File: src/rtl/axi_split_pkg.sv
// Shared types and constants for the AXI max-transaction splitter.
package axi_split_pkg;

  typedef enum logic [1:0] {
    ST_IDLE  = 2'd0,
    ST_ISSUE = 2'd1,
    ST_FIN   = 2'd2
  } state_e;

  localparam logic [1:0] AXI_BURST_INCR = 2'b01;

  // AxSIZE encoding for a full-width beat of a DATA_WIDTH-bit bus.
  function automatic logic [2:0] axi_size(input int unsigned data_width);
    return 3'($clog2(data_width / 8));
  endfunction

endpackage

File: src/rtl/axi_split_chunk_calc.sv
// Combinational burst sizing: largest chunk that fits before the next
// MAX_TXN_BYTES-aligned boundary, and the matching AxLEN.
module axi_split_chunk_calc #(
  parameter int unsigned ADDR_WIDTH    = 16,
  parameter int unsigned BYTES_WIDTH   = 12,
  parameter int unsigned DATA_WIDTH    = 32,
  parameter int unsigned MAX_TXN_BYTES = 64
) (
  input  logic [ADDR_WIDTH-1:0]  cur_addr,
  input  logic [BYTES_WIDTH-1:0] remaining,
  output logic [BYTES_WIDTH-1:0] chunk,
  output logic [7:0]             ax_len
);

  localparam int unsigned OFF_W      = $clog2(MAX_TXN_BYTES);
  localparam int unsigned BEAT_SHIFT = $clog2(DATA_WIDTH / 8);

  logic [OFF_W-1:0]       offset;
  logic [BYTES_WIDTH-1:0] to_bound;
  logic [BYTES_WIDTH-1:0] beats;
  logic                   unused_addr_hi;

  assign offset         = cur_addr[OFF_W-1:0];
  assign unused_addr_hi = ^cur_addr[ADDR_WIDTH-1:OFF_W];

  assign to_bound = BYTES_WIDTH'(MAX_TXN_BYTES) - BYTES_WIDTH'(offset);
  assign chunk    = (remaining < to_bound) ? remaining : to_bound;
  assign beats    = chunk >> BEAT_SHIFT;
  assign ax_len   = 8'(beats - BYTES_WIDTH'(1));

endmodule

File: src/rtl/axi_max_txn_splitter.sv
// Splits a linear byte-range command into INCR bursts that never exceed or
// cross a MAX_TXN_BYTES boundary. Optional counters: AXI_MAX_TXN_SPLITTER_STATS_EN.
module axi_max_txn_splitter
  import axi_split_pkg::*;
#(
  parameter int unsigned ADDR_WIDTH    = 16,
  parameter int unsigned DATA_WIDTH    = 32,
  parameter int unsigned ID_WIDTH      = 4,
  parameter int unsigned MAX_TXN_BYTES = 64,
  parameter int unsigned BYTES_WIDTH   = 12
) (
  input  logic                   aclk,
  input  logic                   aresetn,
  input  logic                   cmd_valid,
  output logic                   cmd_ready,
  input  logic [ADDR_WIDTH-1:0]  cmd_addr,
  input  logic [BYTES_WIDTH-1:0] cmd_bytes,
  input  logic [ID_WIDTH-1:0]    cmd_id,
  output logic                   ax_valid,
  input  logic                   ax_ready,
  output logic [ADDR_WIDTH-1:0]  ax_addr,
  output logic [ID_WIDTH-1:0]    ax_id,
  output logic [7:0]             ax_len,
  output logic [2:0]             ax_size,
  output logic [1:0]             ax_burst,
  output logic                   done,
  output logic [ID_WIDTH-1:0]    done_id,
  output logic                   busy
`ifdef AXI_MAX_TXN_SPLITTER_STATS_EN
  ,
  output logic [31:0]            stat_cmds,
  output logic [31:0]            stat_bursts
`endif
);

  localparam int unsigned BEAT_BYTES = DATA_WIDTH / 8;
  localparam logic [ADDR_WIDTH-1:0]  ADDR_MASK  = ~ADDR_WIDTH'(BEAT_BYTES - 1);
  localparam logic [BYTES_WIDTH-1:0] BYTES_MASK = ~BYTES_WIDTH'(BEAT_BYTES - 1);

  state_e                 state_q, state_d;
  logic [ADDR_WIDTH-1:0]  addr_q, addr_d;
  logic [BYTES_WIDTH-1:0] rem_q, rem_d;
  logic [ID_WIDTH-1:0]    id_q, id_d;

  logic [BYTES_WIDTH-1:0] chunk;
  logic [7:0]             len_calc;
  logic [BYTES_WIDTH-1:0] cmd_bytes_al;

  assign cmd_bytes_al = cmd_bytes & BYTES_MASK;

  axi_split_chunk_calc #(
    .ADDR_WIDTH    (ADDR_WIDTH),
    .BYTES_WIDTH   (BYTES_WIDTH),
    .DATA_WIDTH    (DATA_WIDTH),
    .MAX_TXN_BYTES (MAX_TXN_BYTES)
  ) u_chunk_calc (
    .cur_addr  (addr_q),
    .remaining (rem_q),
    .chunk     (chunk),
    .ax_len    (len_calc)
  );

  always_ff @(posedge aclk or negedge aresetn) begin
    if (!aresetn) begin
      state_q <= ST_IDLE;
      addr_q  <= '0;
      rem_q   <= '0;
      id_q    <= '0;
    end else begin
      state_q <= state_d;
      addr_q  <= addr_d;
      rem_q   <= rem_d;
      id_q    <= id_d;
    end
  end

  always_comb begin
    state_d   = state_q;
    addr_d    = addr_q;
    rem_d     = rem_q;
    id_d      = id_q;
    cmd_ready = 1'b0;
    ax_valid  = 1'b0;
    ax_len    = '0;
    busy      = 1'b0;
    done      = 1'b0;
    done_id   = '0;
    case (state_q)
      ST_IDLE: begin
        cmd_ready = 1'b1;
        if (cmd_valid) begin
          addr_d  = cmd_addr & ADDR_MASK;
          rem_d   = cmd_bytes_al;
          id_d    = cmd_id;
          state_d = (cmd_bytes_al == '0) ? ST_FIN : ST_ISSUE;
        end
      end
      ST_ISSUE: begin
        ax_valid = 1'b1;
        busy     = 1'b1;
        ax_len   = len_calc;
        if (ax_ready) begin
          // Address wraps naturally; chunks end on a boundary, so wrap lands on 0.
          addr_d = addr_q + ADDR_WIDTH'(chunk);
          rem_d  = rem_q - chunk;
          if (rem_q == chunk) state_d = ST_FIN;
        end
      end
      ST_FIN: begin
        done    = 1'b1;
        done_id = id_q;
        state_d = ST_IDLE;
      end
      default: state_d = ST_IDLE;
    endcase
  end

  assign ax_addr  = addr_q;
  assign ax_id    = id_q;
  assign ax_size  = axi_size(DATA_WIDTH);
  assign ax_burst = AXI_BURST_INCR;

`ifdef AXI_MAX_TXN_SPLITTER_STATS_EN
  logic [31:0] cmds_q, bursts_q;

  always_ff @(posedge aclk or negedge aresetn) begin
    if (!aresetn) begin
      cmds_q   <= '0;
      bursts_q <= '0;
    end else begin
      if (state_q == ST_IDLE && cmd_valid && cmds_q != '1) cmds_q <= cmds_q + 32'd1;
      if (ax_valid && ax_ready && bursts_q != '1) bursts_q <= bursts_q + 32'd1;
    end
  end

  assign stat_cmds   = cmds_q;
  assign stat_bursts = bursts_q;
`endif

endmodule

File: config.mk
export PLATFORM = sky130hd
export DESIGN_NAME = axi_max_txn_splitter
export DESIGN_NICKNAME = d
export VERILOG_FILES = /design/src/rtl/axi_split_pkg.sv /design/src/rtl/axi_split_chunk_calc.sv /design/src/rtl/axi_max_txn_splitter.sv
export SDC_FILE = /design/constraint.sdc
export NUM_CORES = 1
export LEC_CHECK = 0
export ABC_AREA = 1
export CAP_MARGIN = 20
export CORE_UTILIZATION = 51
export CTS_BUF_LIST = sky130_fd_sc_hd__clkbuf_8
export DETAILED_ROUTE_END_ITERATION = 8
export GPL_ROUTABILITY_DRIVEN = 0
export PLACE_DENSITY = 0.83
export SYNTH_ARGS = -nofsm -noshare
export SYNTH_HDL_FRONTEND = slang
export SYNTH_SLANG_ARGS = --single-unit
File: constraint.sdc
create_clock -name aclk -period 4.4 [get_ports aclk]
set_input_delay 0.44 -clock aclk [delete_from_list [all_inputs] [get_ports aclk]]
set_output_delay 0.44 -clock aclk [all_outputs]
set_load 0.02 [all_outputs]
**Word-level counts from Yosys, hierarchy flattened**

Cells that the tools add are included.

- Eq/ne operators: 6
- Bitwise logic cells: 0
- Muxes and demuxes: 17
- Reductions and logical operators: 6
- $lt $le $gt $ge: 1
- Div/mod/pow operators: 0
- Shift-type cells: 0
- Add/sub/neg operators: 4
- Multiply operators: 0

Operator list:

| kind | count |
|---|---|
| $mux 12 | 3 |
| $mux 16 | 2 |
| $pmux 16 s2 | 1 |
| $pmux 12 s2 | 1 |
| $add 16x12->16 | 1 |
| $eq 12x12->1 | 1 |
| $logic_not 12->1 | 1 |
| $lt 12x12->1 | 1 |
| $sub 12x12->12 | 1 |
| $mux 2 | 4 |
| $mux 8 | 1 |
| $sub 7x6->8 const A | 1 |
| $sub 8x1->8 const B | 1 |
| $ne 2x2->1 const B | 3 |
| $reduce_and 3->1 | 2 |
| $mux 4 | 1 |
| $pmux 2 s2 | 1 |
| $mux 1 | 3 |
| $eq 2x1->1 const B | 1 |
| $eq 2x2->1 const B | 1 |
| $logic_not 2->1 | 1 |
| $reduce_and 2->1 | 1 |
| $reduce_bool 2->1 | 1 |

- Register bits after elaboration: 34
- Bits in read-only memories: 0
- Bits in latches: 0
- Logic and storage cells: 38
- Bits in writable memories: 0
- Memories: 0
- Output and inout port bits: 41

**Longest topological paths before layout**

- Depth after elaboration: 7
- Depth in mapped cells: 28

**Cells and area by module**

A second synthesis with hierarchy kept.

- Cell total of the unflattened synthesis: 622
- Area, all modules: 3829.9 um^2

By module, submodules not included:

| module | seq. area each (um^2) | times used | area each (um^2) | cells each |
|---|---|---|---|---|
| axi_max_txn_splitter | 850.8 | 1 | 3236.9 | 525 |
| axi_split_chunk_calc | 0.0 | 1 | 593.1 | 97 |

**Worst setup path after synthesis**

Ideal clock, no wire load.

- Path kind: reg2reg
- Start point: reg addr_q[1] (netlist: ax_addr[1])
- End point: reg addr_q[14] (netlist: ax_addr[14])
- Period minus slack after synthesis: 3.865 ns
- Arrival time: 3.782 ns
- Setup time: 0.083 ns
- Path slack: 0.535 ns
- Required time: 4.317 ns
- Cell stages (with the launch flop): 22
- Path buffers: 1
- Cells stage by stage: dfrtp_1 -> inv_1 -> ha_1 -> nand2_1 -> nor3_1 -> inv_1 -> ha_1 -> or2_2 -> nor3_2 -> nand2_2 -> buf_6 -> o21ai_0 -> inv_1 -> fa_1 -> o21ai_0 -> nand4_1 -> nand3_1 -> and3_1 -> a21oi_1 -> o21ai_0 -> o211ai_1 -> o21ai_0

- Longest elaborated chain between the ends: 6

RTL lines:

| element | line | source |
|---|---|---|
| from (decl) | axi_max_txn_splitter.sv:41 | `logic [ADDR_WIDTH-1:0] addr_q, addr_d;` |
| from (signal assigned) | axi_max_txn_splitter.sv:71 | `addr_q <= addr_d;` |
| $sub 7x6->8 | axi_split_chunk_calc.sv:26 | `assign to_bound = BYTES_WIDTH'(MAX_TXN_BYTES) - BYTES_WIDTH'(offset);` |
| $lt 12x12->1 | axi_split_chunk_calc.sv:27 | `assign chunk = (remaining < to_bound) ? remaining : to_bound;` |
| $mux 12 | axi_split_chunk_calc.sv:27 |  |
| $add 16x12->16 * | axi_max_txn_splitter.sv:104 | `addr_d = addr_q + ADDR_WIDTH'(chunk);` |
| $mux 16 * | axi_max_txn_splitter.sv:102 | `if (ax_ready) begin` |
| $pmux 16 s2 * | axi_max_txn_splitter.sv:88 | `case (state_q)` |

Every way passes the cells marked *; elsewhere a longest branch is shown, timed or not. The select of a mux whose other input is x is not followed.
A chain may end at the register's enable or synchronous reset.

**Worst setup path in the final report**

- Start point: reg addr_q[2] (netlist: ax_addr[2])
- End point: out ax_len[4]

- Longest elaborated chain between the ends: 5

RTL lines:

| element | line | source |
|---|---|---|
| $sub 7x6->8 * | axi_split_chunk_calc.sv:26 |  |
| $lt 12x12->1 | axi_split_chunk_calc.sv:27 |  |
| $mux 12 * | axi_split_chunk_calc.sv:27 |  |
| $sub 8x1->8 * | axi_split_chunk_calc.sv:29 | `assign ax_len = 8'(beats - BYTES_WIDTH'(1));` |
| $mux 8 * | axi_max_txn_splitter.sv:88 |  |
| to (decl) | axi_max_txn_splitter.sv:23 | `output logic [7:0] ax_len,` |

Every way passes the cells marked *; elsewhere a longest branch is shown, timed or not.

==> out/results.env <==
SYNTH.LARGEST_AREA_CELL='sky130_fd_sc_hd__dfrtp_1'
MULTI_INPUT_AREA_UM2=1920
POST_SYNTH_AND_OR_NAND_NOR_AREA_FRACTION=0.300
LAYOUT.FILLER_CELLS=474
HP-CLASS='reg -> reg'
FINAL_SLEW_VIOLATIONS=0
TRITONCTS='yes'
PLACED_CELLS=579
GRT_PASS1_WL_MM=13.3
SYNTH.TOP_CELL.AREA_SHARE=0.278
PERIOD_MINUS_SLACK_NS=4.17
DIE_AREA_UM2=6320
FINAL-HOLD-VIOLATION-COUNT=0
MAX_FREQ_MHz=240
ROUTED_VIA_DENSITY=5.43
VIAS_IN_THE_FIRST_GLOBAL_ROUTE=3078
ANTENNA_VIOLATING_NETS_POST_ROUTE=0
GRT_OVERFLOW_TOTAL=0
OUTCOME='complete, no violations'
CORE_AREA_UM2=5640
TIMING.FINAL.SETUP_VIOLATIONS=0
ROUTED-VIA-COUNT=3187
GR-USAGE-ALL-LAYERS=0.268
WL_PER_CELL_UM=13.7
FIRST_PASS_ITERS=5
YOSYS_MOST_USED_DFF='sky130_fd_sc_hd__dfrtp_1'
WORST-ENDPOINT-REQUIRED_NS=3.96
START_KIND='flop'
TIMING_WORST_SETUP_PATH_TYPE='reg -> out'
CRIT_SLOWEST_CELL='sky130_fd_sc_hd__clkdlybuf4s50_1'
COMPOUND_GATE_FRACTION_OF_SYNTH_AREA=0.171
POST-ROUTE-UTIL=0.690
POSTSYNTH.ASYNCRESETSHARE=1.00
CRIT_PATH_MAX_FANOUT=8
SYNTH-EDFF-COUNT=0
SYNTH.CELL_AREA_UM2=3060
FINAL_TOTAL_NEGATIVE_SETUP_SLACK_NS=0
DP_HPWL_MM=6.13
ANTENNA_FOUND_INITIAL=0
DIE_W_UM=79.5
YOSYS.AREA_SHARE.XOR_XNOR=0.0343
PIN_COUNT_OF_THE_BIGGEST_NET_ENTERING_GLOBAL_ROUTING=35
NUMCTSBUFFERS=5
IO_BUFFERS=67
NNETSFINAL=575
SYNTH_AREA_PER_INST_UM2=6.87
SYNTH_WARNINGS=0
FIN_CRIT_SH=0.949
ROUTED_WIRELENGTH_MM=8.07
SYNTH_MUX_AREA_FRAC=0
CTS.CLK_SLEW.WORST_PATHS_NS=0.08
DR.FIRST_ITER.DRC_COUNT=129
ENDPOINT_KIND='output port'
NUMCLOCKSINKS=34
TIMING.HOLD.WS_NS=0.509
CTS_BUFFER_DEPTH=2
LAYOUT.AREA.SEQ_UM2=851
PIN_COUNT=77
SYNTHTOPCELLSBYAREA='sky130_fd_sc_hd__dfrtp_1 28%, sky130_fd_sc_hd__nand2_1 12%, sky130_fd_sc_hd__ha_1 9.4%'
FIN_CELLS=587
MAX_SLEW.WORST_PIN.SLEW_NS=0.754
SYN2LAYOUT_AREA_GROWTH_PCT=27.0
WORST_CLOCK_SKEW_NS=0.00650
CP.ARRIVAL_NS=3.73
FRACTION_OF_LAYOUT_CELLS_WITH_A_SIZE_SUFFIX_ABOVE_1=0.0660
SYN-INSTANCE-COUNT=446
CTS_REPAIR_RESIZE_COUNT=0
CRITPATHMAXSTAGEDELAY_NS=0.61
MAXCAPVIOLCOUNT=0
CTSROOTBUFFERMASTER='sky130_fd_sc_hd__clkbuf_8'
SEQ_AREA_FRAC_SYNTH=0.278
CHIPHEIGHT_UM=79.5
WORSTSKEWPAIRLATENCY_NS=0.30
SYNTH_TOP_FAMILY_BY_AREA='simple AND/OR/NAND/NOR gates'
CTS_HOLD_BUFFERS=0
BUFFERS_INSERTED_DURING_POST_CTS_SETUP_OPTIMIZATION=0
CTS.HTREE.LEVELS=2
DRCVIOLATIONCOUNT=0
INITIAL_UTILIZATION=0.543
SYNTH_CELL_TYPES=46
TIMING.CRITICAL_PATH.CELLS='nor2_1, nand2_1, nor3_1, xor2_1, ha_1, a21oi_1, nor2_1, nor3_2, nand2_2, buf_4, o21ai_2, inv_2, nor2_8, nand3_4, xor2_1, nor2_2, clkdlybuf4s50_1'
FLOORPLAN.ROWS=27
RSZ_0062_RAISED_AFTER_GLOBAL_ROUTING='false'
YS_FF_LATCH=34
ANTENNA_CELLS_INSERTED=0
POST_SYNTH_FA_HA_MAJ_AREA_FRACTION=0.107
TIMING.SLEW.HEADROOM=0.497
worst max-delay path, delay by kind of cell, from the launching register on:
kind / cells / cell delay [ns]
simple gates: 9 / 1.11
buf+inv: 3 / 0.92
flops: 1 / 0.47
xor+xnor: 2 / 0.41
fa+ha+maj: 1 / 0.29
compound gates: 2 / 0.25
cell usage after synthesis, types with 2 or more instances:
library cell / n
sky130_fd_sc_hd__nand2_1: 95
sky130_fd_sc_hd__inv_1: 57
sky130_fd_sc_hd__nor2_1: 52
sky130_fd_sc_hd__dfrtp_1: 34
sky130_fd_sc_hd__o21ai_0: 28
sky130_fd_sc_hd__a21oi_1: 27
sky130_fd_sc_hd__nand3_1: 25
sky130_fd_sc_hd__ha_1: 23
sky130_fd_sc_hd__xor2_1: 11
sky130_fd_sc_hd__clkbuf_1: 8
sky130_fd_sc_hd__o22ai_1: 8
sky130_fd_sc_hd__nor3_1: 7
sky130_fd_sc_hd__o211ai_1: 7
sky130_fd_sc_hd__buf_4: 6
sky130_fd_sc_hd__nand4_1: 5
sky130_fd_sc_hd__o21ai_2: 5
sky130_fd_sc_hd__inv_2: 4
sky130_fd_sc_hd__o21ai_1: 4
sky130_fd_sc_hd__a21o_1: 3
sky130_fd_sc_hd__a31oi_1: 2
sky130_fd_sc_hd__buf_2: 2
sky130_fd_sc_hd__conb_1: 2
sky130_fd_sc_hd__fa_1: 2
sky130_fd_sc_hd__nand2_2: 2
sky130_fd_sc_hd__nor3_2: 2
sky130_fd_sc_hd__nor4_1: 2
sky130_fd_sc_hd__o221ai_1: 2
sky130_fd_sc_hd__or2_1: 2
sky130_fd_sc_hd__or2_2: 2
placed cells by master, fill, tap and decap left out, types with 2 or more instances in the layout:
| master | instances |
|---|---|
| sky130_fd_sc_hd__o221ai_1 | 2 |
| sky130_fd_sc_hd__nor4_1 | 2 |
| sky130_fd_sc_hd__o22ai_1 | 8 |
| sky130_fd_sc_hd__o21ai_0 | 26 |
| sky130_fd_sc_hd__ha_1 | 23 |
| sky130_fd_sc_hd__nor2_1 | 52 |
| sky130_fd_sc_hd__nand2_2 | 2 |
| sky130_fd_sc_hd__clkdlybuf4s50_1 | 67 |
| sky130_fd_sc_hd__o21ai_2 | 4 |
| sky130_fd_sc_hd__nand2_1 | 95 |
| sky130_fd_sc_hd__xor2_1 | 11 |
| sky130_fd_sc_hd__fa_1 | 2 |
| sky130_fd_sc_hd__o211ai_1 | 7 |
| sky130_fd_sc_hd__nand4_1 | 5 |
| sky130_fd_sc_hd__nand3_1 | 25 |
| sky130_fd_sc_hd__or2_2 | 2 |
| sky130_fd_sc_hd__clkbuf_8 | 6 |
| sky130_fd_sc_hd__a31oi_1 | 2 |
| sky130_fd_sc_hd__a21o_1 | 3 |
| sky130_fd_sc_hd__or2_1 | 2 |
| sky130_fd_sc_hd__conb_1 | 8 |
| sky130_fd_sc_hd__nor3_1 | 6 |
| sky130_fd_sc_hd__a21oi_1 | 27 |
| sky130_fd_sc_hd__inv_2 | 4 |
| sky130_fd_sc_hd__inv_1 | 58 |
| sky130_fd_sc_hd__dfrtp_1 | 34 |
| sky130_fd_sc_hd__o21ai_1 | 6 |
| sky130_fd_sc_hd__buf_4 | 5 |
| sky130_fd_sc_hd__nor3_2 | 3 |
kinds of logic after synthesis:
group,Yosys count
simple gates,204
compound gates,90
buf+inv,79
flops,34
fa+ha+maj,25
xor+xnor,12
other cells,2
layer usage:
metal | up-vias | share of wire | track usage
li1 | 1593 | - | -
met1 | 1463 | 0.44 | 0.313
met2 | 114 | 0.50 | 0.488
met3 | 17 | 0.050 | 0.0377
met4 | 0 | 0.018 | 0.104
met5 | - | 0 | 0
stage by stage:
| stage | instance area [um^2] | setup WS [ns] |
|---|---|---|
| floorplan | 3090 | 0.535 |
| global placement | 3790 | 0.420 |
| detailed placement | 3790 | 0.259 |
| CTS | 3880 | 0.204 |
| global route | 3890 | 0.00405 |
| finish | 3890 | 0.225 |
cell type report:
cell class,instances,share of cell area
clock buffers,6,0.0212
clock inverters,2,0.00225
inverters,62,0.0598
multi-input cells,339,0.493
flip-flops and latches,34,0.219
well taps,72,0.0231
repair buffers,72,0.182
worst paths after layout:
kind                                   startpoint                       to  slack, ns  cells after the start
setup / recovery           ax_addr[2]$_DFFE_PN0P_                ax_len[4]       0.23                     17
hold / removal             state_q[1]$_DFFE_PN0P_   state_q[1]$_DFFE_PN0P_       0.51                      1
setup reg to reg           ax_addr[2]$_DFFE_PN0P_  ax_addr[13]$_DFFE_PN0P_       0.38                     24
hold reg to reg            state_q[1]$_DFFE_PN0P_   state_q[1]$_DFFE_PN0P_       0.51                      1
max in group asynchronous                 aresetn     ax_id[1]$_DFFE_PN0P_       3.50                      2
min in group asynchronous                 aresetn   ax_addr[8]$_DFFE_PN0P_       0.56                      2
sequential cells by signal, indices dropped and copies added (netlist names):
signal   cells
ax_id        4
state_q      2
ax_addr     16
rem_q       12
Power is not shown: default switching activity piles up to over one toggle a cycle in this logic, so the estimate is an artifact.
